==> config.mk <==
export PLATFORM = sky130hd
export DESIGN_NAME = uart_tx_sched
export DESIGN_NICKNAME = d
export VERILOG_FILES = /design/src/rtl/uart_pkg.sv /design/src/rtl/rr_arbiter.sv /design/src/rtl/uart_tx_sched.sv
export SDC_FILE = /design/constraint.sdc
export NUM_CORES = 1
export LEC_CHECK = 0
export ABC_CLOCK_PERIOD_IN_PS = 2690
export CAP_MARGIN = 0
export CORE_MARGIN = 4
export CORE_UTILIZATION = 31
export DETAILED_ROUTE_END_ITERATION = 6
export GPL_TIMING_DRIVEN = 1
export PLACE_DENSITY = 0.81
export SKIP_LAST_GASP = 1
export SYNTH_ARGS = -nofsm -noshare
export SYNTH_HDL_FRONTEND = slang
export SYNTH_HIERARCHICAL = 1
export SYNTH_SLANG_ARGS = --single-unit
export TNS_END_PERCENT = 5
==> constraint.sdc <==
create_clock -name clk_i -period 2.69 [get_ports clk_i]
set_input_delay 0.538 -clock clk_i [delete_from_list [all_inputs] [get_ports clk_i]]
set_output_delay 0.538 -clock clk_i [all_outputs]
set_load 0.02 [all_outputs]
==> src/rtl/uart_pkg.sv <==
// UART register map, control/status bit positions and scheduler state
// encoding shared by the UART transmit scheduler.
package uart_pkg;

   localparam logic [7:0] UART_CTRL   = 8'h00;
   localparam logic [7:0] UART_STATUS = 8'h04;
   localparam logic [7:0] UART_BAUD   = 8'h08;
   localparam logic [7:0] UART_TXDATA = 8'h0C;
   localparam logic [7:0] UART_RXDATA = 8'h10;

   localparam int CTRL_EN_BIT        = 0;
   localparam int CTRL_RX_EN_BIT     = 1;
   localparam int CTRL_ROM_BIT       = 2;
   localparam int STATUS_TX_BUSY_BIT = 0;

   typedef enum logic [2:0] {
      S_IDLE     = 3'd0,
      S_CFG_BAUD = 3'd1,
      S_CFG_CTRL = 3'd2,
      S_POLL     = 3'd3,
      S_WRITE    = 3'd4,
      S_SETTLE   = 3'd5
   } sched_state_e;

   function automatic logic [31:0] reg_addr(input logic [7:0] offset);
      return {24'h0, offset};
   endfunction

   // The ROM-burst bit is held low so a config write never starts a burst.
   function automatic logic [31:0] ctrl_word(input logic rx_en);
      logic [31:0] w;
      w                 = '0;
      w[CTRL_EN_BIT]    = 1'b1;
      w[CTRL_RX_EN_BIT] = rx_en;
      w[CTRL_ROM_BIT]   = 1'b0;
      return w;
   endfunction

endpackage

==> src/rtl/rr_arbiter.sv <==
// Combinational round-robin arbiter: grants the first request at or after
// the pointer, wrapping modulo NREQ; one-hot output, zero when idle.
module rr_arbiter #(
   parameter int NREQ = 4
) (
   input  logic [NREQ-1:0]         req,
   input  logic [$clog2(NREQ)-1:0] ptr,
   output logic [NREQ-1:0]         gnt
);

   localparam int IDXW = $clog2(NREQ);

   logic            found;
   int              idx;
   logic [IDXW-1:0] sel;

   always_comb begin
      gnt   = '0;
      found = 1'b0;
      idx   = 0;
      sel   = '0;
      for (int i = 0; i < NREQ; i++) begin
         idx = int'(ptr) + i;
         if (idx >= NREQ) begin
            idx = idx - NREQ;
         end
         sel = idx[IDXW-1:0];
         if (!found && req[sel]) begin
            gnt[sel] = 1'b1;
            found    = 1'b1;
         end
      end
   end

endmodule

==> src/rtl/uart_tx_sched.sv <==
// Round-robin UART transmit scheduler: programs baud/ctrl, then streams each
// granted packet into TXDATA one byte at a time, polling TX-busy first.
module uart_tx_sched
   import uart_pkg::*;
#(
   parameter int NREQ   = 4,
   parameter int SETTLE = 2
) (
   input  logic              clk_i,
   input  logic              rst_ni,
   input  logic              cfg_update_i,
   input  logic [31:0]       baud_i,
   input  logic              rx_en_i,
   input  logic [NREQ-1:0]   req_valid_i,
   input  logic [NREQ*8-1:0] req_data_i,
   input  logic [NREQ-1:0]   req_last_i,
   output logic [NREQ-1:0]   req_ready_o,
   output logic [NREQ-1:0]   grant_o,
   output logic              uart_req_o,
   output logic              uart_we_o,
   output logic [31:0]       uart_addr_o,
   output logic [31:0]       uart_data_o,
   input  logic [31:0]       uart_data_i,
   output logic              busy_o
);

   localparam int IDXW = $clog2(NREQ);
   localparam int CNTW = (SETTLE > 2) ? $clog2(SETTLE) : 1;
   localparam logic [IDXW-1:0] LAST_IDX    = IDXW'(NREQ - 1);
   localparam logic [CNTW-1:0] SETTLE_LOAD = CNTW'(SETTLE - 1);

   sched_state_e    state, state_nx;
   logic [IDXW-1:0] ptr, ptr_nx;
   logic [IDXW-1:0] owner, owner_nx;
   logic [IDXW-1:0] arb_idx;
   logic [NREQ-1:0] arb_gnt;
   logic [NREQ-1:0] grant_nx;
   logic [CNTW-1:0] cnt, cnt_nx;
   logic            locked, locked_nx;
   logic            cfg_pending, cfg_pending_nx;
   logic            owner_valid;
   logic            owner_last;
   logic [7:0]      owner_byte;
   logic            tx_busy;
   logic            unused_rd;

   rr_arbiter #(
      .NREQ(NREQ)
   ) u_arb (
      .req(req_valid_i),
      .ptr(ptr),
      .gnt(arb_gnt)
   );

   always_comb begin
      arb_idx = '0;
      for (int k = 0; k < NREQ; k++) begin
         if (arb_gnt[k]) begin
            arb_idx = IDXW'(k);
         end
      end
   end

   assign owner_valid = req_valid_i[owner];
   assign owner_last  = req_last_i[owner];
   assign owner_byte  = req_data_i[{owner, 3'b000} +: 8];
   assign tx_busy     = uart_data_i[STATUS_TX_BUSY_BIT];
   assign unused_rd   = ^uart_data_i[31:1];
   assign busy_o      = (state != S_IDLE);

   always_ff @(posedge clk_i or negedge rst_ni) begin
      if (!rst_ni) begin
         state       <= S_IDLE;
         ptr         <= '0;
         owner       <= '0;
         locked      <= 1'b0;
         grant_o     <= '0;
         cnt         <= '0;
         cfg_pending <= 1'b1;
      end else begin
         state       <= state_nx;
         ptr         <= ptr_nx;
         owner       <= owner_nx;
         locked      <= locked_nx;
         grant_o     <= grant_nx;
         cnt         <= cnt_nx;
         cfg_pending <= cfg_pending_nx;
      end
   end

   always_comb begin
      state_nx       = state;
      ptr_nx         = ptr;
      owner_nx       = owner;
      locked_nx      = locked;
      grant_nx       = grant_o;
      cnt_nx         = cnt;
      cfg_pending_nx = cfg_pending | cfg_update_i;
      uart_req_o     = 1'b0;
      uart_we_o      = 1'b0;
      uart_addr_o    = '0;
      uart_data_o    = '0;
      req_ready_o    = '0;

      case (state)
         S_IDLE: begin
            // Config only runs between packets; a locked owner keeps the bus.
            if (cfg_pending && !locked) begin
               state_nx = S_CFG_BAUD;
            end else if (locked) begin
               if (owner_valid) begin
                  state_nx = S_POLL;
               end
            end else if (|req_valid_i) begin
               owner_nx  = arb_idx;
               locked_nx = 1'b1;
               grant_nx  = arb_gnt;
               state_nx  = S_POLL;
            end
         end
         S_CFG_BAUD: begin
            uart_req_o  = 1'b1;
            uart_we_o   = 1'b1;
            uart_addr_o = reg_addr(UART_BAUD);
            uart_data_o = baud_i;
            state_nx    = S_CFG_CTRL;
         end
         S_CFG_CTRL: begin
            uart_req_o     = 1'b1;
            uart_we_o      = 1'b1;
            uart_addr_o    = reg_addr(UART_CTRL);
            uart_data_o    = ctrl_word(rx_en_i);
            cfg_pending_nx = cfg_update_i;
            state_nx       = S_IDLE;
         end
         S_POLL: begin
            uart_req_o  = 1'b1;
            uart_addr_o = reg_addr(UART_STATUS);
            if (!owner_valid) begin
               state_nx = S_IDLE;
            end else if (!tx_busy) begin
               state_nx = S_WRITE;
            end
         end
         S_WRITE: begin
            if (owner_valid) begin
               uart_req_o         = 1'b1;
               uart_we_o          = 1'b1;
               uart_addr_o        = reg_addr(UART_TXDATA);
               uart_data_o        = {24'h0, owner_byte};
               req_ready_o[owner] = 1'b1;
               if (owner_last) begin
                  locked_nx = 1'b0;
                  grant_nx  = '0;
                  ptr_nx    = (owner == LAST_IDX) ? '0 : owner + 1'b1;
               end
               cnt_nx   = SETTLE_LOAD;
               state_nx = S_SETTLE;
            end else begin
               state_nx = S_IDLE;
            end
         end
         S_SETTLE: begin
            // Give the UART time to raise busy before the next status poll.
            if (cnt == '0) begin
               state_nx = S_IDLE;
            end else begin
               cnt_nx = cnt - 1'b1;
            end
         end
         default: begin
            state_nx = S_IDLE;
         end
      endcase
   end

endmodule

=== Word level (Yosys, flattened, before mapping) ===
Index checks and enable logic that the tools add are counted.

* Add/sub/neg operators: 9
* Magnitude comparators: 14
* Equality and inequality tests: 15
* Shift operators: 1
* Mux-type cells: 71
* Bitwise logic cells: 6
* Reductions and logical operators: 26

{| class="wikitable"
|+ Operators by type and width
! kind !! count
|-
| case mux 32 bit (3 select lines) || 1
|-
| 2-to-1 mux 4 bit || 12
|-
| variable part select 32 x 6 -> 8 bit || 1
|-
| 2-to-1 mux 1 bit || 24
|-
| 2-to-1 mux 3 bit || 8
|-
| less-than comparator 2 x 3 -> 1 bit (second input constant) || 5
|-
| case mux 3 bit (5 select lines) || 1
|-
| 2-to-1 mux 2 bit || 7
|-
| binary-select mux 1 bit (select 2 bit) || 6
|-
| inequality test 2 bit (second input constant) || 6
|-
| bitwise OR 4 bit || 3
|-
| case mux 4 bit (3 select lines) || 1
|-
| AND reduction 4 bit || 3
|-
| demux 1 bit (select 2 bit) || 5
|-
| greater-or-equal comparator 2 x 1 -> 1 bit (second input constant) || 5
|-
| greater-or-equal comparator 3 bit (second input constant) || 3
|-
| logical AND 1 bit || 9
|-
| 2-to-1 mux 8 bit || 1
|-
| inequality test 4 bit (second input constant) || 2
|-
| case mux 1 bit (2 select lines) || 4
|-
| case mux 4 bit (2 select lines) || 1
|-
| subtractor 2 x 1 -> 2 bit (second input constant) || 4
|-
| adder 2 x 2 -> 3 bit (second input constant) || 2
|-
| == test 3 x 2 -> 1 bit (second input constant) || 2
|-
| other kinds (20) || 26
|}

* Register bits: 14
* Input port bits: 108
* Output and inout port bits: 75

=== Depth between registers and ports, before layout ===
Gate-level depths: netlist (run 1).

* Word-level depth: 18
* Depth in mapped cells: 9
* Depth with buffers taken out: 9

=== Modules after synthesis ===
The synthesis (run 1) kept the hierarchy.

{| class="wikitable"
|+ Modules (own cells, without submodules)
! module !! times used !! cells an instance !! area each (µm²) !! seq. area each (µm²)
|-
| uart_tx_sched || 1 || 188 || 1682.9 || 351.6
|-
| rr_arbiter || 1 || 30 || 302.8 || 0.0
|}

=== Worst setup path before layout (run 1) ===
Ideal clock, no wire load.

* Path kind: register -> register
* From: register ptr[0]
* To: register grant_o[1]
* Arrival time: 2234 ps
* Required time: 2624 ps
* Path slack: 390 ps
* Cell stages (with the launch flop): 9
* Buffers on the path: 0
* Cells stage by stage: dfrtp_1 > inv_1 > ha_1 > mux4_2 > nor4b_4 > a221o_1 > inv_1 > o31ai_1 > a22o_1

* Cells in the longest elaborated chain, start to end: 18
* Elaborated cells on any way between the ends: 63
* Those cells by class: add/sub: 7; order compare: 12; mux: 31; bitwise: 3; reduce/logical: 10

{| class="wikitable"
|+ Ends and longest elaborated chain
! element !! RTL line !! text
|-
| from (decl) || uart_tx_sched.sv:33 || <nowiki>logic [IDXW-1:0] ptr, ptr_nx;</nowiki>
|-
| from (signal assigned) || uart_tx_sched.sv:82 || <nowiki>ptr <= ptr_nx;</nowiki>
|-
| branches (longest 13 deep; another with adder 2 x 1 -> 3 bit) || -- ||
|-
| 2-to-1 mux 4 bit * || rr_arbiter.sv:28 || <nowiki>if (!found && req[sel]) begin</nowiki>
|-
| via arb_gnt[1] || uart_tx_sched.sv:36 || <nowiki>logic [NREQ-1:0] arb_gnt;</nowiki>
|-
| 2-to-1 mux 4 bit * || uart_tx_sched.sv:114 || <nowiki>end else if (|req_valid_i) begin</nowiki>
|-
| 2-to-1 mux 4 bit * || uart_tx_sched.sv:110 || <nowiki>end else if (locked) begin</nowiki>
|-
| 2-to-1 mux 4 bit * || uart_tx_sched.sv:108 || <nowiki>if (cfg_pending && !locked) begin</nowiki>
|-
| case mux 4 bit (2 select lines) * || uart_tx_sched.sv:105 || <nowiki>case (state)</nowiki>
|-
| to (signal assigned) || uart_tx_sched.sv:85 || <nowiki>grant_o <= grant_nx;</nowiki>
|-
| to (decl) || uart_tx_sched.sv:18 || <nowiki>output logic [NREQ-1:0] grant_o,</nowiki>
|}

Mark *: on every way through the listed nets, which the timed path passes. The select of a mux whose other input is x is not followed.
A chain may end at the register's enable or synchronous reset.

=== Worst setup path in the final report (run 1) ===
* From: input req_valid_i[2]
* To: output uart_data_o[4]

* Cells in the longest elaborated chain, start to end: 4

{| class="wikitable"
|+ Ends and longest elaborated chain
! element !! RTL line !! text
|-
| from (decl) || uart_tx_sched.sv:14 || <nowiki>input logic [NREQ-1:0] req_valid_i,</nowiki>
|-
| binary-select mux 1 bit (select 2 bit) || uart_tx_sched.sv:64 || <nowiki>assign owner_valid = req_valid_i[owner];</nowiki>
|-
| 2-to-1 mux 1 bit (not written as such) || uart_tx_sched.sv:64 ||
|-
| 2-to-1 mux 8 bit || uart_tx_sched.sv:146 || <nowiki>if (owner_valid) begin</nowiki>
|-
| case mux 32 bit (3 select lines) || uart_tx_sched.sv:105 ||
|-
| to (decl) || uart_tx_sched.sv:22 || <nowiki>output logic [31:0] uart_data_o,</nowiki>
|}

No other way between the ends. The select of a mux whose other input is x is not followed.

==> results of run 1 <==
## power by group through the flow
stage	Sequential [mW]	Combinational, mW	Clock (mW)
final	0.439	2.02	0.179
after global routing	0.457	2.19	0.193
after CTS	0.438	2.02	0.184
after detailed placement	0.442	2.04	0
after global placement	0.437	1.99	0
after floorplan	0.442	1.26	0
## metrics by stage
stage | util | worst slack (ns) | instance area [sq um] | power [mW]
2_1_floorplan | - | 0.390 | 2090 | 1.70
3_5_place_dp | 0.538 | -0.382 | 3260 | 2.48
4_1_cts | 0.547 | -0.0979 | 3310 | 2.64
5_1_grt | 0.546 | -0.123 | 3310 | 2.84
6_report | 0.546 | -0.0554 | 3310 | 2.64
3_3_place_gp | 0.538 | -0.379 | 3260 | 2.43
## metal layers
layer / part of all wire / up-vias
li1: - / 997
met4: 0.014 / 0
met5: 0 / -
met1: 0.39 / 951
met2: 0.54 / 71
met3: 0.055 / 8
## sequential cells by signal (all words and copies together) (netlist names)
signal / count
grant_o: 4
state: 3
owner: 2
ptr: 2
cfg_pending: 1
cnt: 1
locked: 1
## cell type report
cell class | count | area [sq um]
clock buffer | 4 | 45.0
fill | 560 | 2750
inverter | 11 | 41.3
timing repair buffer | 139 | 1350
sequential | 14 | 352
multi-input combinational | 182 | 1430
tap | 75 | 93.8
## how the worst min path moves through the flow
stage / startpoint / to / slack [ns] / cells past startpoint
4_1_cts: grant_o[3] / grant_o[3] / 0.52 / 1
5_1_grt: grant_o[3] / grant_o[3] / 0.54 / 1
2_1_floorplan: rst_ni / cnt / 0.24 / 0
6_report: grant_o[3] / grant_o[3] / 0.52 / 1
3_3_place_gp: grant_o[3] / grant_o[3] / 0.49 / 1
3_5_place_dp: grant_o[3] / grant_o[3] / 0.51 / 1
## critical path: stages
cell and delay (ns):
clkdlybuf4s50_1 0.42, mux4_2 0.56, and2_4 0.23, a22o_1 0.20
clkdlybuf4s15_2 0.25
## synthesized netlist by cell type (2+ instances only)
cell type / n
a21o_1: 4
a21oi_1: 7
a221o_1: 4
a22o_1: 9
a31oi_1: 2
and2_1: 25
and3_1: 6
buf_2: 3
buf_4: 30
buf_6: 2
clkbuf_1: 6
dfrtp_1: 13
ha_1: 10
inv_1: 9
inv_2: 2
mux2_2: 2
mux4_1: 4
mux4_2: 10
nand2_1: 17
nand3_1: 3
nor2_1: 10
nor2b_1: 2
nor3_1: 2
nor3b_2: 2
o21ai_0: 7
o21ai_1: 2
o21bai_1: 2
o31ai_1: 3
## cell families (layout without fill, tap and decap cells)
group | after synthesis | after routing
buffers and inverters | 52 | 154
AOI/OAI and AO/OA | 48 | 48
other | 1 | 30
adders and majority gates | 10 | 10
muxes | 16 | 16
DFF | 14 | 14
and+or+nand+nor | 77 | 78
## what timing repair did
| action | CTS | global route |
|---|---|---|
| endpoints found under the hold margin | 0 | 0 |
| gates cloned | 1 | 0 |
| resized for setup | 33 | 5 |
| pin swaps | 2 | 0 |
| setup endpoints to repair | 16 | 18 |
| buffers inserted | 1 | 1 |
==> flow_metrics.tcl, run 1 <==
set metrics [dict create \
    status "complete, but fails checks" \
    violations "negative setup slack" \
    routedWlPerCell_microns 16.5 \
    finClkSkew_ns 0.00161 \
    ioPinCount 183 \
    final_common_cell "clkdlybuf4s50_1" \
    synth_top_family_by_area "simple AND/OR/NAND/NOR gates" \
    slew_headroom 0.562 \
    finalHoldViolations 0 \
    drt_iter0_markers 71 \
    syn-cell-area_sq_mm 0.00199 \
    comb_power_share 0.766 \
    synth_adder_area_share 0.0630 \
    startpoint_type "input pin" \
    die_h_microns 88.0 \
    powerDensity_mw_per_mm2 797 \
    setup_ws_ns -0.0554 \
    start_util 0.328 \
    finalWirelength_microns 7000 \
    clockRootBuffer "clkbuf_8" \
    hp-class "reg2reg" \
    drv_slew 0 \
    tightest_slew_ns 0.655 \
    whs_ns 0.518 \
    netlist.area_leader.share 0.164 \
    syn_inst 218 \
    grt.busiest_layer "met2" \
    grt_pass1_wl_microns 10200 \
    min_period_ns 2.75 \
    synthMuxAreaShare 0.178 \
    intPower_mw 1.41 \
    tns_ns -0.459 \
    avgSynthCellArea_sq_um 9.11 \
    use_met3 0.0263 \
    route.detailed.vias_per_inst 4.77 \
    synth_compound_gate_area_share 0.185 \
    area_growth_pct 66.5 \
    h-tree-depth 1 \
    first_pass_iters 4 \
    synth.distinct_cells 48 \
    clock_latency_ns 0.24 \
    dp.cells 418 \
    crit_path_end "uart_data_o[4]" \
    clock-sinks 14 \
    r2r_cells 8 \
    die_w_microns 88.0 \
    synthFlopType "dfrtp_1" \
    globalplace.congestion 0.828 \
    dpl.hpwl_microns 5790 \
    instances_no_fill 425 \
    grt_max_degree 34 \
    drc 0 \
    dieArea_sq_mm 0.00775 \
    fin_nets 469 \
    grt_pass1_vias 2055 \
    synthArstFlopShare 1.00 \
    drive_gt1_frac 0.154 \
    yosysWarnings 6 \
    power.share.clock 0.068 \
    io_buffers 121 \
    antenna_found_initial 0 \
    cap_violations 0 \
    grt_overflow_total 0 \
    crit_required_ns 2.15 \
    peakVddDrop_mv 0.450 \
    clockBufferDepth 2 \
    ant_nets 0 \
    fmax_ghz 0.364 \
    synth_largest_area_cell "dfrtp_1" \
    swShare 0.466 \
    r2r-start "ptr[1]" \
    clk_pin_slew_worst_paths_ns 0.06 \
    yosysSeqAreaShare 0.177 \
    core_sq_mm 0.00606 \
    yosys.area_share.simple 0.231 \
    n_antenna_cell 0 \
    use_met2 0.299 \
    vias 2027 \
    synth_edf_count 0 \
    worstSetupStartpoint "req_valid_i[2]" \
    synthTopCellsByArea "dfrtp_1 16%, buf_4 11%, mux4_2 11%" \
    grt_use_met1 0.217 \
    rows 28 \
    cp_max_fo 6 \
    synth-xor-area-share 0 \
    layout_common_cells "105 x clkdlybuf4s50_1, 30 x conb_1, 24 x and2_1, 17 x nand2_1, 16 x buf_4" \
    rsz0062_at_grt "yes" \
    setup_violations 12 \
    grt.total_usage 0.170 \
    hold_buffers 0 \
    timing.rr.end "grant_o[2]" \
    cts_tree "built" \
    r2r_setup_slack_ns 0.19 \
    cts_buffers 3 \
    path_class "in2out" \
    cp.arrival_ns 2.21 \
    leakagePower_nw 1.43 \
    end_kind "primary output" \
    ys_ff_latch 14 \
    p_switching_mw 1.23 \
    p_seq_frac 0.166 \
    min_period_over_period 1.02 \
]
No activity file was read; power rests on OpenSTA's default activity.
==> inputs of run 2 (changes only) <==
MAX_ROUTING_LAYER = met4   (was not set)
PLACE_DENSITY = not set   (was 0.81)
PLACE_DENSITY_LB_ADDON = 0.3   (was not set)
==> flow_metrics.tcl, run 2 (synthesis gave the netlist of run 1 again) <==
set metrics [dict create \
    grt_pass1_vias 1943 \
    r2r_setup_slack_ns 0.31 \
    ioPinCount 183 \
    dp.cells 421 \
    dpl.hpwl_microns 5760 \
    vias 1966 \
    crit_family "buffers and inverters" \
    final_util 0.545 \
    core_sq_mm 0.00606 \
    clk_pin_slew_worst_paths_ns 0.06 \
    die_h_microns 88.0 \
    antenna_found_initial 0 \
    end_kind "primary output" \
    dieArea_sq_mm 0.00775 \
    cpMostUsedCell "clkdlybuf4s50_1" \
    grt_overflow_total 0 \
    crit_required_ns 2.15 \
    startpoint_type "input pin" \
    fin_total_pwr_mw 2.64 \
    hold_buffers 0 \
    finalHoldViolations 0 \
    drt_iter0_markers 64 \
    area_growth_pct 66.5 \
    cts_tree "built" \
    leakagePower_nw 1.43 \
    whs_ns 0.523 \
    grt_pass1_wl_microns 9930 \
    drive_gt1_frac 0.134 \
    first_pass_iters 4 \
    cap_violations 0 \
    ant_nets 0 \
    top_register "grant_o" \
    cts_buffers 3 \
    die_w_microns 88.0 \
    path_buf_inv 2 \
    path_class "in2out" \
    setup_ws_ns -0.104 \
    largest_reg_flops 4 \
    min_period_ns 2.79 \
    finalWirelength_microns 6660 \
    cp.arrival_ns 2.26 \
    clockRootBuffer "clkbuf_8" \
    instances_no_fill 425 \
    layout_common_cells "108 x clkdlybuf4s50_1, 30 x conb_1, 25 x and2_1, 18 x buf_4, 17 x nand2_1" \
    critPathMaxStageDelay_ns 0.56 \
    h-tree-depth 1 \
    violations "negative setup slack" \
    largestRegisters "grant_o x4, state x3" \
    fin_nets 469 \
    hp-class "reg2reg" \
    peakVddDrop_mv 0.361 \
    routedWlPerCell_microns 15.7 \
    io_buffers 121 \
    tightest_slew_ns 0.620 \
    cp_max_fo 7 \
    min_period_over_period 1.04 \
    rsz0062_at_grt "yes" \
    clock-sinks 14 \
    grt_max_degree 34 \
    setup_violations 14 \
    clock_latency_ns 0.25 \
    fmax_ghz 0.358 \
    grt.total_usage 0.169 \
    slew_headroom 0.585 \
    start_util 0.328 \
    final_common_cell "clkdlybuf4s50_1" \
    clockBufferDepth 2 \
    finClkSkew_ns 0.00424 \
    cp_cell_sequence "clkdlybuf4s50_1 -> mux4_2 -> and3_1 -> clkdlybuf4s50_1" \
    status "complete, but fails checks" \
    globalplace.congestion 0.799 \
    n_antenna_cell 0 \
    rows 28 \
    drv_slew 0 \
    powerDensity_mw_per_mm2 798 \
    drc 0 \
    slowest_stage "mux4_2" \
    route.detailed.vias_per_inst 4.63 \
]
## run 2: changes by cell type in the layout (fill, tap and decap cells not counted), sizes merged
| cell | change |
|---|---|
| and2 | -1 |
| buf | -2 |
| clkdlybuf4s15 | -4 |
| dlygate4sd2 | +4 |
| clkdlybuf4s50 | +3 |
## run 2: power breakdown
group | internal [mW] | switching (mW)
Combinational | 0.989 | 1.01
Sequential | 0.303 | 0.131
Clock | 0.130 | 0.0783
Total | 1.42 | 1.22
## run 2: layout make-up
type / instances / area [sq um]
Fill cell: 559 / 2760
Sequential cell: 14 / 352
Tap cell: 75 / 93.8
Clock buffer: 4 / 55.1
Inverter: 11 / 41.3
Multi-Input combinational cell: 181 / 1420
Timing Repair Buffer: 140 / 1350
## run 2: layer usage
metal / part of all wire / vias to the layer above / global-route usage / wire, microns
li1: - / 997 / - / -
met1: 0.42 / 907 / 0.225 / 2780
met4: 0.0045 / 0 / 0.0247 / 30
met3: 0.052 / 2 / 0.0282 / 343
met5: 0 / - / - / 0
met2: 0.53 / 60 / 0.275 / 3500
## run 2: metrics by stage
stage / cell area (sq um) / setup TNS (ns) / setup WS, ns
4_1_cts: 3310 / -1.43 / -0.122
5_1_grt: 3310 / -2.35 / -0.176
3_5_place_dp: 3270 / -4.79 / -0.366
6_report: 3310 / -1.19 / -0.104
3_3_place_gp: 3270 / -4.48 / -0.359
2_1_floorplan: 2090 / 0 / 0.390
## run 2: final timing paths
check,from,cells past startpoint,endpoint
max,req_valid_i[3],4,req_ready_o[1]
min,grant_o[3],1,grant_o[3]
max reg2reg,ptr[0],8,grant_o[1]
min reg2reg,grant_o[3],1,grant_o[3]
max in group asynchronous,rst_ni,1,cnt
min in group asynchronous,rst_ni,1,grant_o[1]
## run 2: repair_timing
item | CTS | global route
resized for setup | 15 | 1
setup endpoints to repair | 16 | 19
setup buffers | 0 | 0
## run 2: worst register-to-register path: cells and delay by family, from the launching register on
kind,cells,cell delay (ns)
flops,1,0.47
simple gates,1,0.36
compound gates,3,0.64
mux,1,0.38
fa+ha+maj,1,0.34
buf+inv,2,0.14
